===== config.mk =====
export PLATFORM = sky130hd
export DESIGN_NAME = mem_access_unit_flat
export DESIGN_NICKNAME = d
export VERILOG_FILES = /design/src/rtl/mem_access_unit_pkg.sv /design/src/rtl/mem_access_unit_if.sv /design/src/rtl/mem_timeout_ctr.sv /design/src/rtl/mem_access_unit.sv /design/src/flat_wrapper.sv
export SDC_FILE = /design/constraint.sdc
export NUM_CORES = 1
export LEC_CHECK = 0
export BUFFER_PORTS_ARGS = -buffer_cell sky130_fd_sc_hd__buf_2
export CELL_PAD_IN_SITES_DETAIL_PLACEMENT = 1
export CELL_PAD_IN_SITES_GLOBAL_PLACEMENT = 1
export CORE_MARGIN = 3
export CORE_UTILIZATION = 33
export CTS_CLUSTER_DIAMETER = 50
export DETAILED_ROUTE_END_ITERATION = 12
export HOLD_SLACK_MARGIN = 0.03
export PLACE_DENSITY_LB_ADDON = 0.05
export REMOVE_ABC_BUFFERS = 1
export SLEW_MARGIN = 20
export SYNTH_ARGS = -nofsm -noshare
export SYNTH_HDL_FRONTEND = slang
export SYNTH_SLANG_ARGS = --single-unit

===== constraint.sdc =====
create_clock -name clk -period 1.7 [get_ports clk]
set_clock_uncertainty 0.1 [all_clocks]
set_input_delay 0.425 -clock clk [delete_from_list [all_inputs] [get_ports clk]]
set_output_delay 0.425 -clock clk [all_outputs]
set_load 0.005 [all_outputs]

===== src/rtl/mem_access_unit_pkg.sv =====
// Shared definitions for the memory access unit: state encoding, default
// widths and the word-alignment helper.
package mem_access_unit_pkg;

    localparam int DATA_W_DEF  = 32;
    localparam int TIMEOUT_DEF = 16;
    localparam int CNT_W_DEF   = 5;

    // Low address bits of a word-aligned byte address
    localparam logic [1:0] ALIGN_OK = 2'b00;

    typedef enum logic [1:0] {
        ST_IDLE = 2'd0,
        ST_BUSY = 2'd1,
        ST_DONE = 2'd2
    } state_t;

    function automatic logic word_aligned(input logic [1:0] lsb);
        return lsb == ALIGN_OK;
    endfunction

endpackage


===== src/rtl/mem_access_unit_if.sv =====
// Request/acknowledge bus between the memory access unit and data memory.
interface mem_access_unit_if
    import mem_access_unit_pkg::*;
#(
    parameter int DATA_W = DATA_W_DEF
) ();

    logic              mem_req;
    logic              mem_we;
    logic [DATA_W-1:0] mem_addr;
    logic [DATA_W-1:0] mem_wdata;
    logic              mem_ack;
    logic [DATA_W-1:0] mem_rdata;

    modport master (
        output mem_req, mem_we, mem_addr, mem_wdata,
        input  mem_ack, mem_rdata
    );

    modport slave (
        input  mem_req, mem_we, mem_addr, mem_wdata,
        output mem_ack, mem_rdata
    );

endinterface


===== src/rtl/mem_timeout_ctr.sv =====
// Transaction watchdog. Reloads with TIMEOUT-1 while cleared and counts down
// while enabled; expire flags the last permitted wait cycle.
module mem_timeout_ctr #(
    parameter int TIMEOUT = 16,
    parameter int CNT_W   = 5
) (
    input  logic clk,
    input  logic rst_n,
    input  logic clear,
    input  logic enable,
    output logic expire
);

    localparam logic [CNT_W-1:0] LOAD = CNT_W'(TIMEOUT - 1);
    localparam logic [CNT_W-1:0] ONE  = {{(CNT_W-1){1'b0}}, 1'b1};

    logic [CNT_W-1:0] cnt;

    // Down-counter, held at zero once it reaches terminal count
    always_ff @(posedge clk or negedge rst_n) begin
        if (!rst_n) begin
            cnt <= '0;
        end else if (clear) begin
            cnt <= LOAD;
        end else if (enable && (cnt != '0)) begin
            cnt <= cnt - ONE;
        end
    end

    assign expire = (cnt == '0);

endmodule


===== src/rtl/mem_access_unit.sv =====
// EX/MEM consumer: issues one load/store at a time to a variable-latency
// data memory, stalls the pipeline while it waits, aborts on timeout.
//
//  state | meaning
//  ------+-----------------------------------------------------------
//  IDLE  | no transaction; decode in_* and issue or pass through
//  BUSY  | mem_req held, waiting for mem_ack or watchdog expiry
//  DONE  | result presented for one cycle, pipeline released
module mem_access_unit
    import mem_access_unit_pkg::*;
#(
    parameter int DATA_W  = DATA_W_DEF,
    parameter int TIMEOUT = TIMEOUT_DEF,
    parameter int CNT_W   = CNT_W_DEF
) (
    input  logic              clk,
    input  logic              rst_n,
    input  logic              in_valid,
    input  logic              in_rd,
    input  logic              in_wr,
    input  logic [DATA_W-1:0] in_addr,
    input  logic [DATA_W-1:0] in_wdata,
    output logic              stall_o,
    output logic              out_valid,
    output logic [DATA_W-1:0] out_rdata,
    output logic              misalign_o,
    output logic              timeout_o,
    mem_access_unit_if.master mem
);

    state_t            state;
    logic [DATA_W-1:0] rdata_q;
    logic              timeout_q;
    logic              expire;
    logic              is_mem;
    logic              aligned;
    logic              issue;

    assign is_mem  = in_valid & (in_rd | in_wr);
    assign aligned = word_aligned(in_addr[1:0]);
    assign issue   = (state == ST_IDLE) & is_mem & aligned;

    mem_timeout_ctr #(
        .TIMEOUT (TIMEOUT),
        .CNT_W   (CNT_W)
    ) u_timeout_ctr (
        .clk    (clk),
        .rst_n  (rst_n),
        .clear  (state == ST_IDLE),
        .enable (state == ST_BUSY),
        .expire (expire)
    );

    // Transaction FSM with registered bus outputs and captured load data
    always_ff @(posedge clk or negedge rst_n) begin
        if (!rst_n) begin
            state         <= ST_IDLE;
            mem.mem_req   <= 1'b0;
            mem.mem_we    <= 1'b0;
            mem.mem_addr  <= '0;
            mem.mem_wdata <= '0;
            rdata_q       <= '0;
            timeout_q     <= 1'b0;
        end else begin
            unique case (state)
                ST_IDLE: begin
                    if (issue) begin
                        mem.mem_req   <= 1'b1;
                        // A simultaneous rd/wr request is treated as a store
                        mem.mem_we    <= in_wr;
                        mem.mem_addr  <= {in_addr[DATA_W-1:2], ALIGN_OK};
                        mem.mem_wdata <= in_wdata;
                        state         <= ST_BUSY;
                    end
                end
                ST_BUSY: begin
                    // Ack takes priority over a watchdog expiry in the same cycle
                    if (mem.mem_ack) begin
                        rdata_q     <= mem.mem_we ? '0 : mem.mem_rdata;
                        mem.mem_req <= 1'b0;
                        state       <= ST_DONE;
                    end else if (expire) begin
                        rdata_q     <= '0;
                        mem.mem_req <= 1'b0;
                        timeout_q   <= 1'b1;
                        state       <= ST_DONE;
                    end
                end
                ST_DONE: begin
                    state <= ST_IDLE;
                end
                default: begin
                    state       <= ST_IDLE;
                    mem.mem_req <= 1'b0;
                end
            endcase
        end
    end

    // Pipeline-facing strobes decoded from state and the current instruction
    always_comb begin
        stall_o    = 1'b0;
        out_valid  = 1'b0;
        out_rdata  = '0;
        misalign_o = 1'b0;
        unique case (state)
            ST_IDLE: begin
                stall_o    = issue;
                misalign_o = is_mem & ~aligned;
                out_valid  = in_valid & (~is_mem | ~aligned);
            end
            ST_BUSY: begin
                stall_o = 1'b1;
            end
            ST_DONE: begin
                out_valid = 1'b1;
                out_rdata = rdata_q;
            end
            default: begin
                stall_o = 1'b0;
            end
        endcase
    end

    assign timeout_o = timeout_q;

endmodule


===== src/flat_wrapper.sv =====
// flat-port wrapper written by rule: the top's interface ports become plain ports
module mem_access_unit_flat import mem_access_unit_pkg::*;
#(
    parameter int DATA_W  = DATA_W_DEF,
    parameter int TIMEOUT = TIMEOUT_DEF,
    parameter int CNT_W   = CNT_W_DEF
)
  (clk, rst_n, in_valid, in_rd, in_wr, in_addr, in_wdata, stall_o, out_valid, out_rdata, misalign_o, timeout_o, mem_mem_req, mem_mem_we, mem_mem_addr, mem_mem_wdata, mem_mem_ack, mem_mem_rdata);
  mem_access_unit_if #(.DATA_W(DATA_W)) mem_i ();
  input  logic clk;
  input  logic rst_n;
  input  logic in_valid;
  input  logic in_rd;
  input  logic in_wr;
  input  logic [DATA_W-1:0] in_addr;
  input  logic [DATA_W-1:0] in_wdata;
  output logic stall_o;
  output logic out_valid;
  output logic [DATA_W-1:0] out_rdata;
  output logic misalign_o;
  output logic timeout_o;
  output wire logic [$bits(mem_i.mem_req)-1:0] mem_mem_req;
  output wire logic [$bits(mem_i.mem_we)-1:0] mem_mem_we;
  output wire logic [$bits(mem_i.mem_addr)-1:0] mem_mem_addr;
  output wire logic [$bits(mem_i.mem_wdata)-1:0] mem_mem_wdata;
  input wire logic [$bits(mem_i.mem_ack)-1:0] mem_mem_ack;
  input wire logic [$bits(mem_i.mem_rdata)-1:0] mem_mem_rdata;
  assign mem_mem_req = mem_i.mem_req;
  assign mem_mem_we = mem_i.mem_we;
  assign mem_mem_addr = mem_i.mem_addr;
  assign mem_mem_wdata = mem_i.mem_wdata;
  assign mem_i.mem_ack = mem_mem_ack;
  assign mem_i.mem_rdata = mem_mem_rdata;
  mem_access_unit #(.DATA_W(DATA_W), .TIMEOUT(TIMEOUT), .CNT_W(CNT_W)) u_core (.clk(clk), .rst_n(rst_n), .in_valid(in_valid), .in_rd(in_rd), .in_wr(in_wr), .in_addr(in_addr), .in_wdata(in_wdata), .stall_o(stall_o), .out_valid(out_valid), .out_rdata(out_rdata), .misalign_o(misalign_o), .timeout_o(timeout_o), .mem(mem_i));
endmodule

# After elaboration in Yosys (flattened, before gate mapping)
# Cells that the tools add are included.
[op_classes] n_addsub=1 n_mul=0 n_div=0 order_cmp=0 eq_ne=4 shifts=0 mux=17 bitwise=11 reduce_logical=12
[ops] cell="$mux 32" count=4
[ops] cell="$mux 5" count=2
[ops] cell="$mux 2" count=3
[ops] cell="$reduce_and 2->1" count=3
[ops] cell="$reduce_and 3->1" count=2
[ops] cell="$and 1x1->1" count=5
[ops] cell="$logic_not 5->1" count=1
[ops] cell="$reduce_bool 5->1" count=1
[ops] cell="$sub 5x1->5 const B" count=1
[ops] cell="$logic_not 2->1" count=2
[ops] cell="$mux 1" count=4
[ops] cell="$not 1->1" count=4
[ops] cell="$pmux 1 s2" count=2
[ops] cell="$pmux 2 s2" count=1
[ops] cell="$reduce_bool 2->1" count=2
[ops] cell="$ne 3x2->1 const B" count=1
[ops] cell="$pmux 1 s3" count=1
[ops] cell="$eq 2x1->1 const B" count=1
[ops] cell="$eq 2x2->1 const B" count=1
[ops] cell="$ne 2x1->1 const B" count=1
[ops] cell="$or 1x1->1" count=2
[ops] cell="$logic_and 1x1->1" count=1
[word_totals] register_bits=104 latch_bits=0 ram_bits=0 rom_bits=0 input_bits=102 out_inout_bits=102 n_memories=0

# Depth between registers and ports, before layout
# Gate-level depths: netlist of the first run.
[depth] depth_word=6 ltp_mapped=6 depth_no_buf=5

# By module
# From an unflattened synthesis of the first run, not the netlist that was laid out.
[hier_totals] cells_unflattened=364 hier_area_um2=4591.9
[by_module_without_submodules] mod="mem_access_unit" n_inst=1 cells_per_inst=340 area_each_um2=4321.6
[by_module_without_submodules] mod="mem_timeout_ctr" n_inst=1 cells_per_inst=24 area_each_um2=270.3

# Least setup slack after synthesis of the first run
# OpenSTA, ideal clock, no wires.
[synth_path] path_type="input-to-reg" start="in in_wr" end="reg u_core.mem.mem_addr[10]" arrival_time_ns=1.450 required_ns=1.475 slack_ns=0.024 path_stages=5 cell_sequence="or2_2 -> nand4_1 -> buf_6 -> buf_8 -> mux2_4"
[synth_between] elab_chain_cells=5
[synth_rtl] element="from (decl)" line_no="flat_wrapper.sv:14" rtl="input logic in_wr;"
[synth_rtl] element="$or 1x1->1" line_no="mem_access_unit.sv:39" rtl="assign is_mem = in_valid & (in_rd | in_wr);"
[synth_rtl] element="$and 1x1->1" line_no="mem_access_unit.sv:39"
[synth_rtl] element="$and 1x1->1 (2 in a row)" line_no="mem_access_unit.sv:41" rtl="assign issue = (state == ST_IDLE) & is_mem & aligned;"
[synth_rtl] element="$reduce_and 2->1 (no line)"
[synth_rtl] element="to (signal assigned)" line_no="mem_access_unit.sv:71" rtl="mem.mem_addr <= {in_addr[DATA_W-1:2], ALIGN_OK};"
[synth_rtl] element="to (decl)" line_no="mem_access_unit_if.sv:16" rtl="output mem_req, mem_we, mem_addr, mem_wdata,"
# No other way between the ends.
# A chain may end at the register's enable or synchronous reset.

# Worst setup path after layout of the first run
[layout_path] start="reg u_core.state[0]" end="out out_rdata[9]"
[layout_between] elab_chain_cells=2
[layout_rtl] element="from (decl)" line_no="mem_access_unit.sv:31" rtl="state_t state;"
[layout_rtl] element="from (signal assigned)" line_no="mem_access_unit.sv:57" rtl="state <= ST_IDLE;"
[layout_rtl] element="from (signal assigned)" line_no="mem_access_unit.sv:73" rtl="state <= ST_BUSY;"
[layout_rtl] element="from (signal assigned)" line_no="mem_access_unit.sv:81" rtl="state <= ST_DONE;"
[layout_rtl] element="$eq 2x2->1" line_no="mem_access_unit.sv:106" rtl="unique case (state)"
[layout_rtl] element="$mux 32" line_no="mem_access_unit.sv:106"
[layout_rtl] element="to (decl)" line_no="flat_wrapper.sv:19" rtl="output logic [DATA_W-1:0] out_rdata;"
# No other way between the ends.

==> metrics.md, run 1 <==
| Metric | Value |
|---|---|
| Num CTS Buffers | `9` |
| H-tree Lvls | `3` |
| Vias in the first global route | `roughly 3600` |
| Residual DRC | `0` |
| Worst r2r dst | `u_core.mem.mem_addr[15]` |
| Period utilization | `1.120` |
| Final cell count without fillers | `700` |
| Port bufs | `201` |
| Wire per inst | `approximately 18 µm` |
| Seq/Total Area, Yosys | `0.5851` |
| Pin count of the biggest net entering global routing | `82` |
| Syn Area/Cell | `15.13 µm²` |
| Setup crit end | `out_rdata[9]` |
| CTS Buffer Depth | `2` |
| DR vias | `around 3200` |
| Syn. warnings | `0` |
| Total GRT Usage | `0.1634` |
| CP arrival | `1.38 ns` |
| Min Tclk post-route | `1.904 ns` |
| Critical Path Sink Type | `output port` |
| CTS tree | `done` |
| CP Data Required Time | `1.17 ns` |
| Peak VDD IR | `588.1 µV` |
| Initial antenna violation count | `1` |
| Buf/Inv on CP | `2` |
| Startpoint types | `flop` |
| Layout cells sized above 1 | `0.6231` |
| Setup violations, final | `82` |
| Critical path's top delay family | `flip-flops` |
| Cell depth of the worst flop-to-flop path | `6` |
| Number of cells on the critical path | `4` |
| Inserted Diodes | `0` |
| Grt total ovfl | `0` |
| Final WS setup | `-0.2044 ns` |
| Grt met3 use | `0.06407` |
| Detailed placer's ending HPWL | `between 8000 and 9000 µm` |
| Max-Cap Viols | `0` |
| Kind of critical path | `flop to output port` |
| Via-per-instance ratio | `approximately 4.6` |
| Slowest cell on crit path | `dfrtp_2` |
| Layout Utilization | `0.4921` |
| RSZ-0062 raised after global routing | `true` |
| Initial Utilization | `0.3454` |
| CP Cell Sequence | `nor2_4 -> clkbuf_16 -> and2_1 -> buf_2` |
| Worst-path maximum fanout | `16` |
| Routing usage on met1 | `0.1917` |
| Number of instances in the placed design | `between 600 and 700` |
| Fmax | `around 530 MHz` |
| Final-stage net count | `627` |
| PnR Total Power | `7.414 mW` |
| Synth-to-Final Area Change | `42.45%` |
| Post-Synthesis Cell Area | `between 4000 and 5000 µm²` |
| Met2 Use GR | `0.2766` |
| Unique masters post-synth | `33` |
| Clock slew seen by the registers of the worst setup and hold paths | `0.07 ns` |
| Die area | `~15000 µm²` |
| Minimum setup slack among reg-to-reg paths | `-0.06 ns` |
| Die H | `around 120 µm` |
| Die X-Extent | `roughly 120 µm` |
| Final ANT Viol Nets | `0` |
| Placement row count | `41` |
| DRC marker count from the first detailed-route iteration | `130` |
| Area of the core | `about 13000 µm²` |
| Clock Latency Late Sink | `roughly 0.34 ns` |
| Final wirelength | `approximately 12000 µm` |
| Setup TNS | `-7.788 ns` |
| Fill cells | `roughly 1400` |
| # IOs | `between 200 and 250` |
| Worst hold path type | `primary input to flop` |
| Final hold viol count | `0` |
| Leakage | `3.403 nW` |
| DRT Pass-1 Iters | `4` |
| Sinks on the clock net | `104` |
| Max Slew Vio Count | `0` |
| Placer Congestion | `just over 0.7` |
| First-pass GRT wire length | `18890 µm` |
| GRT Max-Usage Layer | `met2` |
| Failing checks | `setup timing` |
| Root Buffer | `clkbuf_16` |
| Status | `finished with violations` |
| Slowest stage delay, CP | `0.43 ns` |
| Worst r2r src | `u_core.state[0]` |
| Cells after Synth | `~290` |
| Pwr dens | `1170 nW/µm²` |
| Yosys reg bits | `between 100 and 150` |
| Hold_sp | `mem_mem_rdata[18]` |
| CP Launch Point | `u_core.state[0]` |
-- worst min-delay path by stage --
stage / end / slack [ns] / depth (start not counted)
floorplan: u_core.mem.mem_addr[10] / 0.03 / 0
global placement: u_core.timeout_o / 0.34 / 1
detailed placement: u_core.rdata_q[18] / 0.35 / 2
CTS: u_core.mem.mem_addr[27] / 0.19 / 2
global route: u_core.mem.mem_wdata[10] / 0.19 / 2
finish: u_core.rdata_q[18] / 0.21 / 2
-- flip-flops by register name, indices dropped and copies added, names as in the netlist --
name and count:
u_core.timeout_o 1, u_core.u_timeout_ctr.cnt 5, u_core.state 2, u_core.mem.mem_we 1
u_core.rdata_q 32, u_core.mem.mem_addr 30, u_core.mem.mem_req 1, u_core.mem.mem_wdata 32
-- metrics by stage --
stage          hold WS [ns]  setup slack [ns]  cell area (µm²)
2_1_floorplan       0.02941            -2.852             4274
3_3_place_gp         0.3363           -0.2337             5782
3_5_place_dp         0.3465           -0.2332             5782
4_1_cts              0.1883           -0.2888             6163
5_1_grt              0.1894           -0.2826             6336
6_report             0.2056           -0.2044             6336
-- routing by layer --
metal | routed length, µm | up-vias
met3 | 1013 | 13
li1 | - | 1489
met5 | 20 | -
met4 | 166 | 2
met1 | 4834 | 1600
met2 | 6225 | 110
-- cell families (layout without fill, tap and decap cells) --
kind of cell	count (synthesis)	in the layout	share of synthesized area
and+or+nand+nor	50	50	0.07398
muxes	63	63	0.2000
buffers and inverters	24	257	0.04416
adders and majority gates	1	1	0.002812
DFF	104	104	0.5851
other	1	2	0.0008431
AOI/OAI and AO/OA	51	51	0.09311
-- synthesized netlist by cell type (all sizes together) --
cell    count  area [µm²]
nand4       1       6.260
nand2b      2       20.02
a22o       33       289.0
dfrtp     104        2603
conb        1       3.750
nor2        7       33.78
buf        16       166.4
o21ai       7       35.03
a31oi       1       6.260
a21boi      1       7.510
o21bai      1       18.77
ha          1       12.51
a21oi       2       10.01
clkbuf      3       11.26
or2         1       6.260
a21o        2       15.01
o31ai       2       15.01
nor3b       2       20.02
inv         5       18.77
nand2       2       7.510
mux2       63       889.6
or3         1       6.260
nor4b       1       23.77
o31a        2       17.52
and2       32       200.2
nor3        1       5.000
-- cell usage in the layout (no fill, tap or decap), drive strengths merged, types with 2 or more instances in the layout --
master / instances
a21o: 2
mux2: 63
o31ai: 2
a22o: 33
conb: 2
nor3b: 2
nand2: 2
and2: 32
a21oi: 2
nor2: 7
buf: 233
inv: 5
dfrtp: 104
nand2b: 2
o21ai: 7
clkbuf: 15
o31a: 2
-- area by class of cell --
type	count	area (µm²)	area share
Timing Repair Buffer	237	1486	0.2346
Sequential cell	104	2604	0.4109
Inverter	5	18.77	0.002962
Clock buffer	12	246.5	0.03890
Tap cell	172	215.2	0.03397
Multi-Input combinational cell	167	1723	0.2719
Clock inverter	3	42.54	0.006714
-- repair_timing --
action	in CTS	in global routing
gates resized for setup	11	21
buffers inserted	3	5
setup endpoints to repair	37	132
endpoints found under the hold margin	37	0
pin swaps	2	5
hold buffers	1	0
cloned	1	2
-- where the power goes --
| group | switching (mW) | internal [mW] | total [mW] |
|---|---|---|---|
| clock network | 0.886 | 1.17 | 2.06 |
| logic | 0.646 | 1.18 | 1.83 |
| registers | 0.374 | 3.15 | 3.53 |
No activity file was read; power rests on OpenSTA's default activity.
==> run 2, diff against run 1 <==
Settings changed: GPL_TIMING_DRIVEN set to 0, PLACE_DENSITY_LB_ADDON 0.05 to 0.1.
==> metrics.md, run 2 (synthesis results as in run 1) <==
| Metric | Value |
|---|---|
| H-tree Lvls | `3 (unchanged)` |
| # IOs | `204 (unchanged)` |
| Die X-Extent | `122.1 µm (unchanged)` |
| Final hold viol count | `0 (unchanged)` |
| CP arrival | `2.07 ns (+0.69 ns)` |
| Hold_sp | `mem_mem_rdata[15]` |
| Num CTS Buffers | `9 (unchanged)` |
| RSZ-0062 raised after global routing | `true` |
| Final-stage net count | `643 (+2.6%)` |
| CTS tree | `done` |
| Placement row count | `41 (unchanged)` |
| Wire per inst | `17.50 µm (about the same)` |
| WHS Path Cells | `2 (unchanged)` |
| Max-Cap Viols | `0 (unchanged)` |
| Place WS | `-0.8317 ns (-0.5986 ns)` |
| Root Buffer | `clkbuf_16` |
| Vias in the first global route | `3652 (+0.27%)` |
| Kind of critical path | `flop to flop` |
| Final ANT Viol Nets | `0 (unchanged)` |
| Setup violations, final | `109 (+33%)` |
| Total GRT Usage | `0.1742 (+0.01075)` |
| Max Slew Vio Count | `0 (unchanged)` |
| Worst r2r dst | `u_core.mem.mem_addr[8]` |
| Final WS setup | `-0.2368 ns (-0.03235 ns)` |
| Critical Path Sink Type | `flop` |
| Period utilization | `1.139 (+0.01903)` |
| Status | `finished with violations` |
| Worst r2r src | `u_core.state[1]` |
| Worst hold path type | `primary input to flop` |
| Area of the core | `12880 µm² (unchanged)` |
| Pin count of the biggest net entering global routing | `54 (-34%)` |
| Synth-to-Final Area Change | `48.35%` |
| Layout cells sized above 1 | `0.6349 (+0.01176)` |
| Top flop regs | `u_core.mem.mem_wdata (32), u_core.rdata_q (32), u_core.mem.mem_addr (30)` |
| Worst-Margin Slew | `0.5055 ns` |
| Clock slew seen by the registers of the worst setup and hold paths | `0.07 ns (about the same)` |
| Final wirelength | `12570 µm (+2.5%)` |
| Residual DRC | `0 (unchanged)` |
| Most frequent cells in the layout | `buf_2, dfrtp_1, mux2_4` |
| Clock Latency Late Sink | `0.35 ns (about the same)` |
| CP Cell Sequence | `buf_6 -> nor2_4 -> nand4_1 -> buf_6 -> buf_12 -> buf_12 -> clkbuf_16 -> mux2_4` |
| CTS Buffer Depth | `2 (unchanged)` |
| Die H | `122.1 µm (unchanged)` |
| Fin Hold WS | `0.1945 ns (-0.01105 ns)` |
| DRC marker count from the first detailed-route iteration | `85 (-35%)` |
| Die area | `14910 µm² (unchanged)` |
| Worst-path maximum fanout | `7 (-9)` |
| Number of instances in the placed design | `659 (-2.2%)` |
| First-pass GRT wire length | `19850 µm (+5.1%)` |
| Startpoint types | `flop` |
| Slowest cell on crit path | `dfrtp_2` |
| Most common cell after layout, fill and taps aside | `buf_2` |
| Worst Hold Endpoint | `u_core.rdata_q[15]` |
| Slowest stage delay, CP | `0.43 ns (about the same)` |
| Failing checks | `setup timing` |
| DRT Pass-1 Iters | `4 (unchanged)` |
| Minimum setup slack among reg-to-reg paths | `-0.24 ns (-0.18 ns)` |
| Sinks on the clock net | `104 (unchanged)` |
| Placer Congestion | `0.6886 (-3.3%)` |
| Min Tclk post-route | `1.937 ns (+0.03235 ns)` |
| Cell depth of the worst flop-to-flop path | `8 (+2)` |
| Initial Utilization | `0.3454 (unchanged)` |
| Via-per-instance ratio | `4.643 (+1.1%)` |
| Initial antenna violation count | `1 (unchanged)` |
| Fmax | `516.3 MHz (-1.7%)` |
| Leakage | `3.562 nW (+4.7%)` |
| Detailed placer's ending HPWL | `8460 µm (-2.7%)` |
| Final cell count without fillers | `718 (+2.6%)` |
| Grt total ovfl | `0 (unchanged)` |
| Peak VDD IR | `651.4 µV (+11%)` |
| Pwr dens | `1165 nW/µm² (-0.42%)` |
| DR vias | `3334 (+3.7%)` |
| CP Data Required Time | `1.84 ns (+0.67 ns)` |
| Worst slew margin | `0.6630` |
| Port bufs | `201 (unchanged)` |
[run 2: cell types whose count changed in the layout (fill, tap and decap cells not counted), moves of 2 or more]
cell | previous run | this run
buf_4 | 13 | 16
clkbuf_1 | 2 | 0
buf_16 | 0 | 3
buf_12 | 7 | 13
and2_4 | 2 | 0
buf_2 | 198 | 200
buf_6 | 14 | 16
and2_1 | 30 | 32
[run 2: worst max-delay path, delay by kind of cell, from the launching register on]
| family | cells | cell delay (ns) |
|---|---|---|
| buffers and inverters | 5 | 0.74 |
| DFF | 1 | 0.43 |
| and+or+nand+nor | 2 | 0.26 |
| muxes | 1 | 0.29 |
[run 2: per-stage QoR]
step / area (µm²) / TNS (ns) / total power [mW] / utilization
global placement: 5495 / -469.06 / 5.240 / 0.4268
global route: 6599 / -22.65 / 8.152 / 0.5125
floorplan: 4274 / -205.01 / 4.441 / -
CTS: 6544 / -14.95 / 7.787 / 0.5082
finish: 6599 / -14.95 / 7.689 / 0.5125
detailed placement: 5650 / -57.17 / 5.306 / 0.4388
[run 2: final cells by class]
class	instances	area [µm²]
Sequential cell	104	2605
Antenna cell	1	2.502
Multi-Input combinational cell	168	1704
Clock inverter	5	78.83
Inverter	5	21.27
Fill cell	1397	6277
Timing Repair Buffer	252	1719
Tap cell	172	215.2
Clock buffer	11	252.7
[run 2: worst max-delay path by stage]
stage | start | endpoint | slack, ns | cells after the start
after floorplan | u_core.state[0] | u_core.mem.mem_addr[2] | -2.85 | 3
after global placement | in_addr[1] | u_core.mem.mem_wdata[28] | -4.28 | 4
after detailed placement | in_wr | u_core.mem.mem_wdata[25] | -0.83 | 8
after CTS | u_core.state[0] | out_rdata[25] | -0.23 | 4
after global routing | u_core.state[1] | u_core.mem.mem_wdata[2] | -0.29 | 8
final | u_core.state[1] | u_core.mem.mem_addr[8] | -0.24 | 8
[run 2: routing by layer]
metal / GRT usage / up-vias / share of wire
met5: 0 / - / 0
met1: 0.2120 / 1672 / 0.40
met3: 0.05942 / 17 / 0.072
li1: - / 1532 / -
met4: 0.05388 / 0 / 0.020
met2: 0.2921 / 113 / 0.50
[run 2: what timing repair did]
item                       4_1_cts  5_1_grt
hold buffers                     1        0
hold endpoints to repair        51        0
pin swaps                       16        6
setup endpoints to repair      132      115
setup buffers                   33        7
resized for setup               35        9
gates cloned                     5        1
[run 2: where the power goes]
part / switching, mW / internal, mW
registers: 0.363 / 3.15
clock network: 0.915 / 1.37
logic: 0.671 / 1.22
total: 1.95 / 5.74
